==> src/rtl/mem_arb_pkg.sv <==
// Shared types for the memory-port arbiter: FSM states, requester ids
// and default address/line widths.
package mem_arb_pkg;

   localparam int ADDR_W_DEF = 32;
   localparam int DATA_W_DEF = 256;

   typedef enum logic [1:0] {
      IDLE  = 2'd0,
      GNT_I = 2'd1,
      GNT_D = 2'd2,
      DONE  = 2'd3
   } arb_state_t;

   typedef enum logic {
      REQ_I = 1'b0,
      REQ_D = 1'b1
   } req_id_t;

endpackage

==> src/rtl/mem_arb_pick.sv <==
// Winner selection between icache and dcache requests.
// Ports: ic_req, dc_req, last_grant in; any_req, winner out.
// MEM_ARB_RR_EN: round-robin on ties; otherwise dcache always wins.
module mem_arb_pick
   import mem_arb_pkg::*;
(
   input  logic    ic_req,
   input  logic    dc_req,
   input  req_id_t last_grant,
   output logic    any_req,
   output req_id_t winner
);

`ifndef MEM_ARB_RR_EN
   logic unused_last_grant;
   assign unused_last_grant = last_grant;
`endif

   always_comb begin
      any_req = ic_req | dc_req;
      winner  = REQ_I;
      unique case ({ic_req, dc_req})
         2'b11: begin
`ifdef MEM_ARB_RR_EN
            // favour whoever was not served last
            winner = (last_grant == REQ_I) ? REQ_D : REQ_I;
`else
            winner = REQ_D;
`endif
         end
         2'b01:   winner = REQ_D;
         2'b10:   winner = REQ_I;
         default: winner = REQ_I;
      endcase
   end

endmodule

==> src/rtl/mem_arbiter.sv <==
// Serializes icache/dcache line transfers onto one memory port.
// Ports: clk_i, rst_i (sync, active-low), ic_*/dc_* requester
// side (req, write, addr, data in; ack, data out), mem_* memory side.
// All outputs registered. MEM_ARB_RR_EN selects round-robin ties.
module mem_arbiter
   import mem_arb_pkg::*;
#(
   parameter int ADDR_W = ADDR_W_DEF,
   parameter int DATA_W = DATA_W_DEF
) (
   input  logic              clk_i,
   input  logic              rst_i,
   input  logic              ic_req_i,
   input  logic              ic_write_i,
   input  logic [ADDR_W-1:0] ic_addr_i,
   input  logic [DATA_W-1:0] ic_data_i,
   output logic              ic_ack_o,
   output logic [DATA_W-1:0] ic_data_o,
   input  logic              dc_req_i,
   input  logic              dc_write_i,
   input  logic [ADDR_W-1:0] dc_addr_i,
   input  logic [DATA_W-1:0] dc_data_i,
   output logic              dc_ack_o,
   output logic [DATA_W-1:0] dc_data_o,
   output logic              mem_enable_o,
   output logic              mem_write_o,
   output logic [ADDR_W-1:0] mem_addr_o,
   output logic [DATA_W-1:0] mem_data_o,
   input  logic [DATA_W-1:0] mem_data_i,
   input  logic              mem_ack_i
);

   arb_state_t        state, state_n;
   req_id_t           last_grant, last_n;
   req_id_t           winner;
   logic              any_req;
   logic              en_n, wr_n;
   logic              ic_ack_n, dc_ack_n;
   logic [ADDR_W-1:0] addr_n;
   logic [DATA_W-1:0] mdo_n, ic_data_n, dc_data_n;

   mem_arb_pick u_pick (
      .ic_req     (ic_req_i),
      .dc_req     (dc_req_i),
      .last_grant (last_grant),
      .any_req    (any_req),
      .winner     (winner)
   );

   always_comb begin
      state_n   = state;
      last_n    = last_grant;
      en_n      = mem_enable_o;
      wr_n      = mem_write_o;
      addr_n    = mem_addr_o;
      mdo_n     = mem_data_o;
      ic_ack_n  = 1'b0;
      dc_ack_n  = 1'b0;
      ic_data_n = ic_data_o;
      dc_data_n = dc_data_o;
      unique case (state)
         IDLE: begin
            if (any_req) begin
               en_n = 1'b1;
               if (winner == REQ_D) begin
                  state_n = GNT_D;
                  wr_n    = dc_write_i;
                  addr_n  = dc_addr_i;
                  mdo_n   = dc_data_i;
               end else begin
                  state_n = GNT_I;
                  wr_n    = ic_write_i;
                  addr_n  = ic_addr_i;
                  mdo_n   = ic_data_i;
               end
            end
         end
         GNT_I: begin
            if (mem_ack_i) begin
               state_n   = DONE;
               ic_ack_n  = 1'b1;
               ic_data_n = mem_data_i;
               en_n      = 1'b0;
               wr_n      = 1'b0;
               last_n    = REQ_I;
            end
         end
         GNT_D: begin
            if (mem_ack_i) begin
               state_n   = DONE;
               dc_ack_n  = 1'b1;
               dc_data_n = mem_data_i;
               en_n      = 1'b0;
               wr_n      = 1'b0;
               last_n    = REQ_D;
            end
         end
         // requests ignored here so a held req is not served twice
         DONE:    state_n = IDLE;
         default: state_n = IDLE;
      endcase
   end

   always_ff @(posedge clk_i) begin
      if (!rst_i) begin
         state        <= IDLE;
         last_grant   <= REQ_I;
         mem_enable_o <= 1'b0;
         mem_write_o  <= 1'b0;
         mem_addr_o   <= '0;
         mem_data_o   <= '0;
         ic_ack_o     <= 1'b0;
         dc_ack_o     <= 1'b0;
         ic_data_o    <= '0;
         dc_data_o    <= '0;
      end else begin
         state        <= state_n;
         last_grant   <= last_n;
         mem_enable_o <= en_n;
         mem_write_o  <= wr_n;
         mem_addr_o   <= addr_n;
         mem_data_o   <= mdo_n;
         ic_ack_o     <= ic_ack_n;
         dc_ack_o     <= dc_ack_n;
         ic_data_o    <= ic_data_n;
         dc_data_o    <= dc_data_n;
      end
   end

endmodule
==> config.mk <==
export PLATFORM = sky130hd
export DESIGN_NAME = mem_arbiter
export DESIGN_NICKNAME = d
export VERILOG_FILES = /design/src/rtl/mem_arb_pkg.sv /design/src/rtl/mem_arb_pick.sv /design/src/rtl/mem_arbiter.sv
export SDC_FILE = /design/constraint.sdc
export NUM_CORES = 2
export LEC_CHECK = 0
export BUFFER_PORTS_ARGS = -buffer_cell sky130_fd_sc_hd__buf_2
export CAP_MARGIN = 20
export CORE_AREA = 2 2 644 646
export CTS_CLUSTER_SIZE = 28
export DETAILED_ROUTE_END_ITERATION = 12
export DIE_AREA = 0 0 646 648
export PLACE_DENSITY = 0.3
export SLEW_MARGIN = 20
export SYNTH_ARGS = -nofsm -noshare
export SYNTH_HDL_FRONTEND = slang
export SYNTH_SLANG_ARGS = --single-unit
==> constraint.sdc <==
create_clock -name clk_i -period 1.5 [get_ports clk_i]
set_input_delay 0 -clock clk_i [delete_from_list [all_inputs] [get_ports clk_i]]
set_output_delay 0 -clock clk_i [all_outputs]
set_load 0.01 [all_outputs]
Word level (Yosys, flattened, before mapping) --
Index checks and enable logic that the tools add are counted.
Word-level totals: register bits after elaboration 806, input port bits 839, output and inout port bits 804
Operators by class: equal/unequal tests 7, multiplexer cells 14, bitwise operators 1, reduce and logical (&&, ||, !) cells 11
Operators by type and width (number):
- $mux 256 | 1
- $mux 32 | 1
- $reduce_and 2->1 | 6
- $eq 2x2->1 const B | 3
- $mux 1 | 6
- $mux 2 | 3
- $pmux 2 s3 | 1
- $eq 2x1->1 const B | 2
- $pmux 1 s2 | 2
- $reduce_or 2->1 | 2
- $reduce_and 3->1 | 1
- $logic_not 2->1 | 1
- $ne 2x1->1 const B | 1
- $ne 2x2->1 const B | 1
- $reduce_bool 2->1 | 1
- $or 1x1->1 | 1

Logic depth before layout (Yosys ltp) --
depth in word-level cells 6, depth in mapped cells 8

Cells and area by module --
A second synthesis with hierarchy kept.
Unflattened totals: cells, all modules 3549, area, all modules 30848.3 um^2
Modules (own cells, without submodules):
- mem_arbiter | times used 1, cells each 3547, area each 30838.3 um^2, seq. area each 16155.5 um^2
- mem_arb_pick | times used 1, cells each 2, area each 10.0 um^2, seq. area each 0.0 um^2

Worst setup path before layout --
Ideal clock, no wire load.
kind register to register, start register state[0], end register mem_write_o, library setup time 0.121 ns, data arrival time 1.510 ns, required time 1.379 ns, setup slack -0.131 ns, stages on the path, launching flop included 6, path buffers 0, clock period less this slack 1.631 ns, cell sequence dfxtp_1 -> inv_1 -> ha_1 -> nor2b_1 -> nor3_1 -> mux2_2
On the way: cells in the longest elaborated chain, start to end 4
Ends and longest elaborated chain:
- start, declared | RTL line mem_arbiter.sv:33 | arb_state_t state, state_n;
- start signal, assigned | RTL line mem_arbiter.sv:117 | state <= state_n;
- $eq 2x2->1 / $eq 2x1->1 (equally long branches)
- $reduce_or 2->1 (no source line)
- $ne 2x1->1 (no source line) / $reduce_bool 2->1 (equally long branches)
- $reduce_and 3->1 (no source line)
- end signal, assigned | RTL line mem_arbiter.sv:120 | mem_write_o <= wr_n;
- end, declared | RTL line mem_arbiter.sv:26 | output logic mem_write_o,
Several ways; a longest one is shown, not always the timed one. A chain may end at the register's enable or synchronous reset.

Worst setup path after layout --
start register state[0], end register ic_data_o[225]
On the way: cells in the longest elaborated chain, start to end 2
Ends and longest elaborated chain:
- $eq 2x1->1 | RTL line mem_arbiter.sv:61 | unique case (state)
- $reduce_and 2->1 (no source line)
- end signal, assigned | RTL line mem_arbiter.sv:125 | ic_data_o <= ic_data_n;
- end, declared | RTL line mem_arbiter.sv:18 | output logic [DATA_W-1:0] ic_data_o,
No other way between the ends.

==> impl.org <==
** Status
- Run status :: complete, but fails checks
- Violations in the final reports :: setup timing

** Drt
- In the routed design, unresolved DRC markers number 0.
- Once detail routing completed, the nets flagged for antenna violations numbered 0.
- Dividing the detail-routed wire length by the instance count gives 24.11 um.
- Routed length on met3 :: 21.07 mm
- After detailed routing, the wire length on met1 is 110.3 mm.
- Number of design-rule violations left by the first detailed-router iteration :: 1908
- Post-Route WL :: 291.6 mm
- The final route contains 38436 vias.
- Via/cell ratio :: 3.178
- Highest routed metal layer :: met5
- The first detailed-routing pass ran for 5 iterations.
- Wire segments on met2 add up to 150.3 mm in the final route.

** Final layout
- Layout cell share with drive strength beyond 1 :: 35.38%
- Most common cell after layout, fill and taps aside :: sky130_fd_sc_hd__buf_2
- Fill cells in the final layout number 46791.
- At the end of the flow, the number of nets in the layout was 7312.
- The top cell types in the final layout, fill and taps aside, are 1625 x sky130_fd_sc_hd__buf_2, 1255 x sky130_fd_sc_hd__nand2_1, 1079 x sky130_fd_sc_hd__dlygate4sd3_1.
- Summing all non-filler instances in the final layout gives an area of 0.06723 mm2.
- The area growth from synthesis to layout is 104.5%.
- Once layout is complete, the cells apart from fillers number 12095.

** Min path
- Classification of the worst-slack hold path :: in -> reg

** Placement
- Buffers placed on the I/O ports in this run total 1642.
- DP Cell Count :: 10601
- Summed over all nets, the half-perimeter wirelength after detailed placement is 231.8 mm.
- Instance area at placement :: 0.04860 mm2
- Routability-driven placement finished with a final weighted congestion of 0.8962.
- Pre-CTS setup slack :: -0.4003 ns

** Yosys
- Synthesized area :: 0.03287 mm2
- Total nets after synthesis :: 4383
- Avg Inst Size Synth :: 9.288 um2
- Synthesis inferred 806 register bits.
- After synthesis, the cell types taking the most area are sky130_fd_sc_hd__dfxtp_1 49%, sky130_fd_sc_hd__nand2_1 15%, sky130_fd_sc_hd__a21boi_0 12%.
- Area leader, netlist :: sky130_fd_sc_hd__dfxtp_1
- Count of yosys warnings during synthesis :: 0
- Share of the synthesized area in the top cell type :: 49.09%
- The netlist uses 27 different library cells.
- Portion of the post-synthesis area used by sequential elements :: 49.09%
- The cell count after synthesis came out at 3539.

** Timing
- Upper clock frequency limit :: 556.7 MHz
- Final Critical Period :: 1.796 ns
- Headroom to the max-slew limit came out at 67.26%.
- At the pin with the least slew margin, the transition time is 0.4911 ns.
- The worst path uses 119.8% of the clock period.
- Setup repair after global routing could not meet its margin everywhere.
- Final-layout setup total negative slack :: -126.79 ns
- Setup violations remaining at the end of the flow were counted as 813.
- Final max-slew violation count :: 0
- The number of failing hold endpoints at the final stage was 0.
- Setup slack after layout :: -0.2963 ns
- Worst Clk Skew :: 0.06731 ns
- On the final layout, the worst hold slack is 0.08457 ns.

** Critical path
- Startpoint type of the worst setup path :: flip-flop
- Cell breakdown of the critical path :: buf_6, ha_4, and2_4, buf_12, buf_16, buf_12, clkbuf_16, nand2_1, a21boi_1
- The worst setup path is captured at a flip-flop.
- Largest fanout on the critical path :: 6
- The worst setup path is of the reg -> reg kind.
- Required time of the worst setup path :: 2.21 ns
- Worst Path Arrival :: 2.51 ns
- Maximum single-stage delay on the critical path :: 0.36 ns
- Slowest-stage cell, CP :: sky130_fd_sc_hd__dfxtp_4
- Critical path's most frequent cell :: sky130_fd_sc_hd__buf_12

** Die
- The die covers 0.4186 mm2.
- The total area inside the core boundary comes to 0.4119 mm2.
- 1643 I/O pins were placed.
- The initial utilization of the core area, before any placement, comes to 7.979%.
- The die is 646 um wide.
- Measured along the y axis, the die boundary spans 648 um.
- The initialized floorplan defines 236 standard-cell rows.

** Global route
- Global-route usage over all layers :: 12.76%
- Summed over all layers, the global routing overflow is 0.
- The number of antenna violations at the first check in global routing is 90.
- The first global-routing pass estimated 362.1 mm of wire.
- The number of global-route vias before repair came to 38107.
- Entering global routing, the biggest net connects 112 pins.

** CTS
- TritonCTS built the clock tree.
- The clock drives 806 sinks.
- After clock tree synthesis, the clock-pin slew on the worst setup and hold paths is 0.06 ns.
- The H-tree was split into 3 levels.
- Number of clock buffers inserted by TritonCTS :: 111
- The tree is rooted in a sky130_fd_sc_hd__clkbuf_16.
- Later-pin clock latency in the skew report :: 0.85 ns
- In this run the deepest clock path goes through 4 buffers.

** Pwr
- In this run the static leakage power is 31.16 nW.
- Per report_power, the combinational group accounts for 41.1% of the total.
- Reg power frac :: 29.9%
- The internal portion of the total power is 0.05928 W.
- Total power per unit cell area :: 1427 mW/mm2
- Of the total power, the share spent switching nets is 38.20%.
- Switching power of the nets :: 0.03665 W
- Clock share of power :: 29.0%
- Maximum VDD drop :: 0.8539 mV

** Run
- Max-cap violations in this run came to 0.
power by group through the flow:
stage | combinational (W) | clock (W) | sequential [W]
final | 0.0394 | 0.0278 | 0.0287
after global routing | 0.0422 | 0.0297 | 0.0292
after CTS | 0.0368 | 0.0290 | 0.0287
after detailed placement | 0.0298 | 0 | 0.0291
after global placement | 0.0297 | 0 | 0.0290
after floorplan | 0.0113 | 0 | 0.0298
routing by layer:
metal / global-route usage, % / up-vias
met5: 0 / -
met4: 4.159 / 38
met3: 3.741 / 351
met2: 23.28 / 1372
met1: 14.06 / 18776
li1: - / 17899
path summary, 6_finish.rpt:
check | to | from | slack, ns | depth (start not counted)
setup reg to reg | ic_data_o[225]$_SDFFE_PN0P_ | state[0]$_SDFFE_PN0P_ | -0.30 | 9
hold / removal | dc_data_o[219]$_SDFFE_PN0P_ | mem_data_i[219] | 0.08 | 4
hold reg to reg | dc_data_o[158]$_SDFFE_PN0P_ | dc_data_o[158]$_SDFFE_PN0P_ | 0.44 | 2
setup / recovery | ic_data_o[225]$_SDFFE_PN0P_ | state[0]$_SDFFE_PN0P_ | -0.30 | 9
synth_stat cells:
| cell | instances |
|---|---|
| sky130_fd_sc_hd__and2_1 | 3 |
| sky130_fd_sc_hd__ha_1 | 5 |
| sky130_fd_sc_hd__o211a_1 | 288 |
| sky130_fd_sc_hd__inv_1 | 3 |
| sky130_fd_sc_hd__buf_1 | 13 |
| sky130_fd_sc_hd__mux2_2 | 1 |
| sky130_fd_sc_hd__nand2b_1 | 1 |
| sky130_fd_sc_hd__clkbuf_1 | 115 |
| sky130_fd_sc_hd__nor3_1 | 1 |
| sky130_fd_sc_hd__a21boi_1 | 7 |
| sky130_fd_sc_hd__nor3b_2 | 1 |
| sky130_fd_sc_hd__o311a_1 | 1 |
| sky130_fd_sc_hd__buf_2 | 61 |
| sky130_fd_sc_hd__nor2_1 | 1 |
| sky130_fd_sc_hd__dfxtp_1 | 806 |
| sky130_fd_sc_hd__o21a_1 | 1 |
| sky130_fd_sc_hd__and3_1 | 2 |
| sky130_fd_sc_hd__nor2b_1 | 1 |
| sky130_fd_sc_hd__buf_6 | 70 |
| sky130_fd_sc_hd__o21ai_0 | 2 |
| sky130_fd_sc_hd__buf_4 | 32 |
| sky130_fd_sc_hd__o31ai_1 | 1 |
| sky130_fd_sc_hd__nand2_1 | 1316 |
| sky130_fd_sc_hd__buf_8 | 10 |
| sky130_fd_sc_hd__mux2i_1 | 290 |
| sky130_fd_sc_hd__o211ai_1 | 2 |
| sky130_fd_sc_hd__a21boi_0 | 505 |
registers in the layout (all words and copies together) (netlist names):
register	cells
dc_data_o	256
mem_addr_o	32
ic_data_o	256
ic_ack_o	1
mem_data_o	256
mem_enable_o	1
state	2
mem_write_o	1
dc_ack_o	1
per-stage QoR:
| step | utilization [%] | total power, W |
|---|---|---|
| 3_3_place_gp | 11.80 | 0.05874 |
| 6_report | 16.32 | 0.09592 |
| 3_5_place_dp | 11.80 | 0.05889 |
| 4_1_cts | 15.74 | 0.09449 |
| 2_1_floorplan | - | 0.04112 |
| 5_1_grt | 16.31 | 0.1010 |
what timing repair did:
action	in CTS	in global routing
buffers inserted	30	51
hold buffers	1080	0
resized for setup	204	262
endpoints found under the hold margin	806	0
setup endpoints to repair	1062	960
cloned	28	49
pin swaps	8	70
area by class of cell:
class                           instances  area (um2)  share of cell area (%)
Antenna cell                           70       175.2                  0.2605
Clock inverter                         44       618.1                  0.9193
Timing Repair Buffer                 3117       25070                   37.29
Clock buffer                          152        3102                   4.613
Tap cell                             5474        6849                   10.19
Sequential cell                       806       16160                   24.04
Multi-Input combinational cell       2429       15240                   22.66
Inverter                                3       16.27                 0.02419
worst max-delay path, delay by kind of cell (launching register included):
family / cells / cell delay, ns
buffers and inverters: 5 / 0.77
flip-flops: 1 / 0.36
AND/OR/NAND/NOR: 2 / 0.25
adder cells (fa/ha/maj): 1 / 0.16
AO/OA/AOI/OAI: 1 / 0.05
kinds of logic (layout without fill, tap and decap cells):
kind of cell | Yosys count | after routing | synth area share [%]
AND/OR/NAND/NOR | 1326 | 1326 | 15.23
AO/OA/AOI/OAI | 807 | 807 | 20.62
flip-flops | 806 | 806 | 49.09
buffers and inverters | 304 | 3316 | 6.011
multiplexers | 291 | 291 | 8.866
adder cells (fa/ha/maj) | 5 | 5 | 0.1903
other | 0 | 70 | 0
Note: power is estimated with default switching activity, not from simulation.
